## config.mk

```make
export PLATFORM = sky130hd
export DESIGN_NAME = handshake_rx
export DESIGN_NICKNAME = d
export VERILOG_FILES = /design/src/rtl/usb_pkg.sv /design/src/rtl/handshake_rx.sv
export SDC_FILE = /design/constraint.sdc
export NUM_CORES = 1
export LEC_CHECK = 0
export BUFFER_PORTS_ARGS = -buffer_cell sky130_fd_sc_hd__buf_2
export CORE_MARGIN = 1
export CORE_UTILIZATION = 45
export DETAILED_ROUTE_END_ITERATION = 8
export SLEW_MARGIN = 15
export SYNTH_ARGS = -nofsm -noshare
export SYNTH_HDL_FRONTEND = slang
export SYNTH_SLANG_ARGS = --single-unit
```

## constraint.sdc

```tcl
create_clock -name useClk -period 2.6 [get_ports useClk]
set_clock_uncertainty 0.2 [all_clocks]
set_input_delay 0.39 -clock useClk [delete_from_list [all_inputs] [get_ports useClk]]
set_output_delay 0.39 -clock useClk [all_outputs]
set_load 0.01 [all_outputs]
```

## src/rtl/usb_pkg.sv

```systemverilog
// Shared USB low-speed/full-speed definitions for the handshake receive and
// transmit blocks: PID codes, receiver states, result codes and SYNC constants.
package usb_pkg;

  localparam logic [3:0] PID_OUT   = 4'b0001;
  localparam logic [3:0] PID_IN    = 4'b1001;
  localparam logic [3:0] PID_SETUP = 4'b1101;
  localparam logic [3:0] PID_DATA0 = 4'b0011;
  localparam logic [3:0] PID_DATA1 = 4'b1011;
  localparam logic [3:0] PID_ACK   = 4'b0010;
  localparam logic [3:0] PID_NAK   = 4'b1010;
  localparam logic [3:0] PID_STALL = 4'b1110;
  localparam logic [3:0] PID_NYET  = 4'b0110;

  // SYNC as it appears on the wire, LSB first: seven 0s then a 1.
  localparam logic [7:0] SYNC_PATTERN = 8'b1000_0000;
  localparam int         SYNC_ZEROS   = 7;

  typedef enum logic [2:0] {
    ST_IDLE,
    ST_HUNT,
    ST_SYNC,
    ST_PID,
    ST_EOP
  } rxStateE;

  typedef enum logic [2:0] {
    RES_ACK,
    RES_NAK,
    RES_STALL,
    RES_NYET,
    RES_PIDERR,
    RES_TIMEOUT
  } resultE;

  function automatic resultE decodeHandshake(input logic [7:0] pidByte);
    resultE res;
    res = RES_PIDERR;
    if (pidByte[7:4] == ~pidByte[3:0]) begin
      case (pidByte[3:0])
        PID_ACK:   res = RES_ACK;
        PID_NAK:   res = RES_NAK;
        PID_STALL: res = RES_STALL;
        PID_NYET:  res = RES_NYET;
        default:   res = RES_PIDERR;
      endcase
    end
    return res;
  endfunction

endpackage

```

## src/rtl/handshake_rx.sv

```systemverilog
// Receives the handshake packet answering our data packet: hunts for SYNC,
// collects the PID byte, validates EOP and reports one registered result.
module handshake_rx
  import usb_pkg::*;
#(
  parameter int TIMEOUT_BITS   = 18,
  parameter int SYNC_MIN_ZEROS = 5
) (
  input  logic       useClk,
  input  logic       rstN,
  input  logic       checkData,
  input  logic       rxBit,
  input  logic       rxSe0,
  input  logic       expectHandshake,
  output logic       busy,
  output logic       resultValid,
  output logic [3:0] pid,
  output logic       gotAck,
  output logic       gotNak,
  output logic       gotStall,
  output logic       gotNyet,
  output logic       pidError,
  output logic       timeout
);

  localparam int              TO_W     = $clog2(TIMEOUT_BITS + 1);
  localparam logic [TO_W-1:0] TO_LIMIT = TO_W'(TIMEOUT_BITS);
  localparam logic [2:0]      ZERO_SAT = 3'(SYNC_ZEROS);

  rxStateE         stateReg, stateNext;
  logic [2:0]      zeroCntReg, zeroCntNext;
  logic [TO_W-1:0] toCntReg, toCntNext, toInc;
  logic [2:0]      bitCntReg, bitCntNext;
  logic [1:0]      eopCntReg, eopCntNext;
  logic [7:0]      shiftReg, shiftNext;
  logic [3:0]      pidReg, pidNext;
  logic            doneReg, doneNext;
  resultE          resNext;
  logic [5:0]      flagsReg, flagsNext;

  always_comb begin
    stateNext   = stateReg;
    zeroCntNext = zeroCntReg;
    toCntNext   = toCntReg;
    bitCntNext  = bitCntReg;
    eopCntNext  = eopCntReg;
    shiftNext   = shiftReg;
    pidNext     = pidReg;
    doneNext    = 1'b0;
    resNext     = RES_PIDERR;
    toInc       = toCntReg + 1'b1;

    case (stateReg)
      ST_IDLE: begin
        if (expectHandshake) begin
          stateNext = ST_HUNT;
          toCntNext = '0;
        end
      end
      ST_HUNT, ST_SYNC: begin
        if (checkData) begin
          toCntNext = toInc;
          if (stateReg == ST_HUNT) begin
            if (!rxBit && !rxSe0) begin
              stateNext   = ST_SYNC;
              zeroCntNext = 3'd1;
            end
          end else if (rxSe0) begin
            stateNext = ST_HUNT;
          end else if (!rxBit) begin
            if (zeroCntReg != ZERO_SAT) zeroCntNext = zeroCntReg + 3'd1;
          end else if (int'(zeroCntReg) >= SYNC_MIN_ZEROS) begin
            stateNext  = ST_PID;
            bitCntNext = '0;
          end else begin
            stateNext = ST_HUNT;
          end
          // A SYNC that completes on the last allowed strobe still wins.
          if (stateNext != ST_PID && toInc == TO_LIMIT) begin
            stateNext = ST_IDLE;
            doneNext  = 1'b1;
            resNext   = RES_TIMEOUT;
          end
        end
      end
      ST_PID: begin
        if (checkData) begin
          if (rxSe0) begin
            stateNext = ST_IDLE;
            doneNext  = 1'b1;
          end else begin
            shiftNext  = {rxBit, shiftReg[7:1]};
            bitCntNext = bitCntReg + 3'd1;
            if (bitCntReg == 3'd7) begin
              stateNext  = ST_EOP;
              eopCntNext = '0;
            end
          end
        end
      end
      ST_EOP: begin
        if (checkData) begin
          if (eopCntReg != 2'd2) begin
            if (rxSe0) eopCntNext = eopCntReg + 2'd1;
            else       doneNext   = 1'b1;
          end else begin
            doneNext = 1'b1;
            if (!rxSe0 && rxBit) resNext = decodeHandshake(shiftReg);
          end
          if (doneNext) begin
            stateNext = ST_IDLE;
            pidNext   = shiftReg[3:0];
          end
        end
      end
      default: stateNext = ST_IDLE;
    endcase
  end

  always_comb begin
    flagsNext = '0;
    if (doneNext) begin
      case (resNext)
        RES_ACK:     flagsNext = 6'b100000;
        RES_NAK:     flagsNext = 6'b010000;
        RES_STALL:   flagsNext = 6'b001000;
        RES_NYET:    flagsNext = 6'b000100;
        RES_TIMEOUT: flagsNext = 6'b000001;
        default:     flagsNext = 6'b000010;
      endcase
    end
  end

  always_ff @(posedge useClk or negedge rstN) begin
    if (!rstN) begin
      stateReg   <= ST_IDLE;
      zeroCntReg <= '0;
      toCntReg   <= '0;
      bitCntReg  <= '0;
      eopCntReg  <= '0;
      shiftReg   <= '0;
      pidReg     <= '0;
      doneReg    <= 1'b0;
      flagsReg   <= '0;
    end else begin
      stateReg   <= stateNext;
      zeroCntReg <= zeroCntNext;
      toCntReg   <= toCntNext;
      bitCntReg  <= bitCntNext;
      eopCntReg  <= eopCntNext;
      shiftReg   <= shiftNext;
      pidReg     <= pidNext;
      doneReg    <= doneNext;
      flagsReg   <= flagsNext;
    end
  end

  assign busy        = (stateReg != ST_IDLE);
  assign resultValid = doneReg;
  assign pid         = pidReg;
  assign {gotAck, gotNak, gotStall, gotNyet, pidError, timeout} = flagsReg;

endmodule

```

==> flow_metrics.env <==
export IMPL_seq_area_frac_synth_pct=44.9
export IMPL_fin_crit_sh_pct=79.4
export IMPL_async_flop_share_pct=100
export IMPL_cts_root_buf="clkbuf_8"
export IMPL_yosysUniqueCellTypes=49
export IMPL_grt_overflow_total=0
export IMPL_tightest_slew_ps=780
export IMPL_ant_nets=0
export IMPL_highest_layer="met4"
export IMPL_netlist_area_um2=1950
export IMPL_first_pass_iters=4
export IMPL_drv_slew=0
export IMPL_post_cts_buffers=0
export IMPL_clock_latency_ps=300
export IMPL_crit_path_end_kind="output port"
export IMPL_synth_xor_area_share_pct=3.15
export IMPL_synth_fp_nets=196
export IMPL_die_x_um=67.8
export IMPL_yosys_area_share_simple_pct=19.1
export IMPL_timing_critical_path_buf_inv=1
export IMPL_h_tree_depth=2
export IMPL_hold_path_class="input pin to register"
export IMPL_synthMuxAreaShare_pct=9.05
export IMPL_cp_arrival_ps=1470
export IMPL_synth_compound_area_share_pct=14.6
export IMPL_drv_cap=0
export IMPL_crit_family="flip-flops"
export IMPL_cts_hold_buf=1
export IMPL_rows=23
export IMPL_synth_top_family_by_area="simple AND/OR/NAND/NOR gates"
export IMPL_synth_top_cells_by_area="dfrtp_1 45%, mux2_2 7.5%, ha_1 5.1%"
export IMPL_route_met3_wl_um=123
export IMPL_num_nets_final=212
export IMPL_track_usage_pct=18.4
export IMPL_grt_pass1_vias=1352
export IMPL_synth_seq_cells=35
export IMPL_cts_tree="built"
export IMPL_worstPathCellList="or3_1 -> buf_2"
export IMPL_synth_edff_count=0
export IMPL_drt_wl_total_um=3580
export IMPL_yosysWarnings=0
export IMPL_wl_per_cell_um=14.4
export IMPL_synthToLayoutAreaGrowth_pct=9.95
export IMPL_dp_cells=240
export IMPL_core_area_um2=4090
export IMPL_drt_iter0_markers=63
export IMPL_layout_drive_gt1_share_pct=24.6
export IMPL_slowest_stage="dfrtp_1"
export IMPL_grt_max_degree=36
export IMPL_n_antenna_cell=0
export IMPL_crit_path_max_incr_delay_ps=590
export IMPL_ioPinCount=18
export IMPL_setup_viol=0
export IMPL_port_buffers=17
export IMPL_min_period_ps=2060
export IMPL_synth_ff_type="dfrtp_1"
export IMPL_cts_repair_resized=0
export IMPL_pwr_density_cell_nw_per_um2=787
export IMPL_power_uw=1690
export IMPL_timing_fmax_mhz=484
export IMPL_wl_met2_um=1670
export IMPL_via_per_inst=5.56
export IMPL_crit_path_start_kind="register"
export IMPL_die_h_um=67.8
export IMPL_p_leak_uw=0.00101
export IMPL_synth_largest_area_cell="dfrtp_1"
export IMPL_place_congestion=0.730
export IMPL_cts_made_buffers=5
export IMPL_cp_data_required_time_ps=2010
export IMPL_outcome="completed"
export IMPL_ir_worst_vdd_mv=0.337
export IMPL_antenna_found_initial=0
export IMPL_avgSynthCellArea_um2=10.7
export IMPL_dp_hpwl_um=2490
export IMPL_relSlewSlack_pct=48.0
export IMPL_final_cells=249
export IMPL_drc=0
export IMPL_path_max_fanout=17
export IMPL_n_fill_cell=383
export IMPL_clkSlewWorstSetupHoldPaths_ps=80
export IMPL_rsz0062_at_grt="no"
export IMPL_met1_length_um=1730
export IMPL_start_util_pct=47.7
export IMPL_dieArea_um2=4600
export IMPL_fin_area_um2=2140
export IMPL_critPathKind="register to output port"
export IMPL_grt_pass1_wl_um=6170
export IMPL_finalSetupTns_ps=0
export IMPL_place_area_um2=2040
export IMPL_preCtsSetupSlack_ps=572
export IMPL_clkSinkCount=35
export IMPL_synth_top_area_share_pct=44.9
export IMPL_vias=1385
export IMPL_setup_ws_ps=535
export IMPL_hold_violations=0
export IMPL_clock_path_buffers=2
export IMPL_synthCells=182
export IMPL_synth_adder_area_share_pct=5.13
[synthesized netlist by cell type (3+ instances only)]
library cell	instances
a21oi_1	3
buf_2	3
buf_4	4
dfrtp_1	35
ha_1	8
inv_1	7
mux2_2	13
mux2i_1	3
nand2_1	16
nand2b_1	7
nand3_1	3
nor2_1	11
nor3_1	3
o21ai_0	16
xor2_1	5
[per-layer routing]
| metal | vias to the layer above | GRT usage, % |
|---|---|---|
| met5 | - | 0 |
| li1 | 676 | - |
| met3 | 6 | 5.00 |
| met1 | 679 | 24.1 |
| met4 | 0 | 7.03 |
| met2 | 24 | 28.8 |
[where the power goes]
part | switching (uW) | internal (uW)
logic | 246 | 238
registers | 161 | 646
clock network | 209 | 186
total | 616 | 1070
[metrics by stage]
| stage | hold WS, ps | util, % |
|---|---|---|
| floorplan | -106 | - |
| global placement | 285 | 50.0 |
| detailed placement | 289 | 50.0 |
| CTS | 261 | 52.4 |
| global route | 287 | 52.4 |
| finish | 263 | 52.4 |
[layout by cell type (no fill, tap or decap), drive strengths merged, types with 3 or more instances in the layout]
cell,count
nand3,3
nor2,11
ha,8
mux2,13
nand2,16
and2b,3
a21oi,3
dfrtp,35
nand2b,9
clkbuf,5
nor3,4
buf,17
mux2i,3
inv,7
o21ai,18
o31ai,3
xor2,5
[flip-flops by register name, indices dropped and copies added (netlist names)]
name / count
resultValid: 1
zeroCntReg: 3
flagsReg: 6
pid: 4
stateReg: 3
eopCntReg: 2
toCntReg: 5
bitCntReg: 3
shiftReg: 8
[final cells by class]
class | count | area, um^2 | share of cell area (%)
clock inverters | 3 | 20.0 | 0.934
inverters | 7 | 26.3 | 1.23
repair buffers | 18 | 95.1 | 4.44
flip-flops and latches | 35 | 876 | 40.9
well taps | 50 | 62.6 | 2.92
multi-input cells | 131 | 995 | 46.4
clock buffers | 5 | 68.8 | 3.21
[cell families after synthesis]
family / Yosys count
and+or+nand+nor: 60
AOI/OAI and AO/OA: 40
DFF: 35
buffers and inverters: 16
muxes: 16
adders and majority gates: 8
xor gates and xnor gates: 7
[worst min-delay path, stage by stage]
cell	delay (ps)
buf_2	200
nand2_1	90
nor2_1	40
[worst paths after layout]
kind,startpoint,to,slack [ps],cells past startpoint
min in group asynchronous,rstN,pid[3],500,2
max,stateReg[0],busy,540,2
min reg2reg,pid[0],pid[0],300,1
max in group asynchronous,rstN,toCntReg[3],1200,2
max reg2reg,stateReg[2],shiftReg[6],550,3
min,checkData,flagsReg[1],260,3
Power figures use the tool's default switching activity.
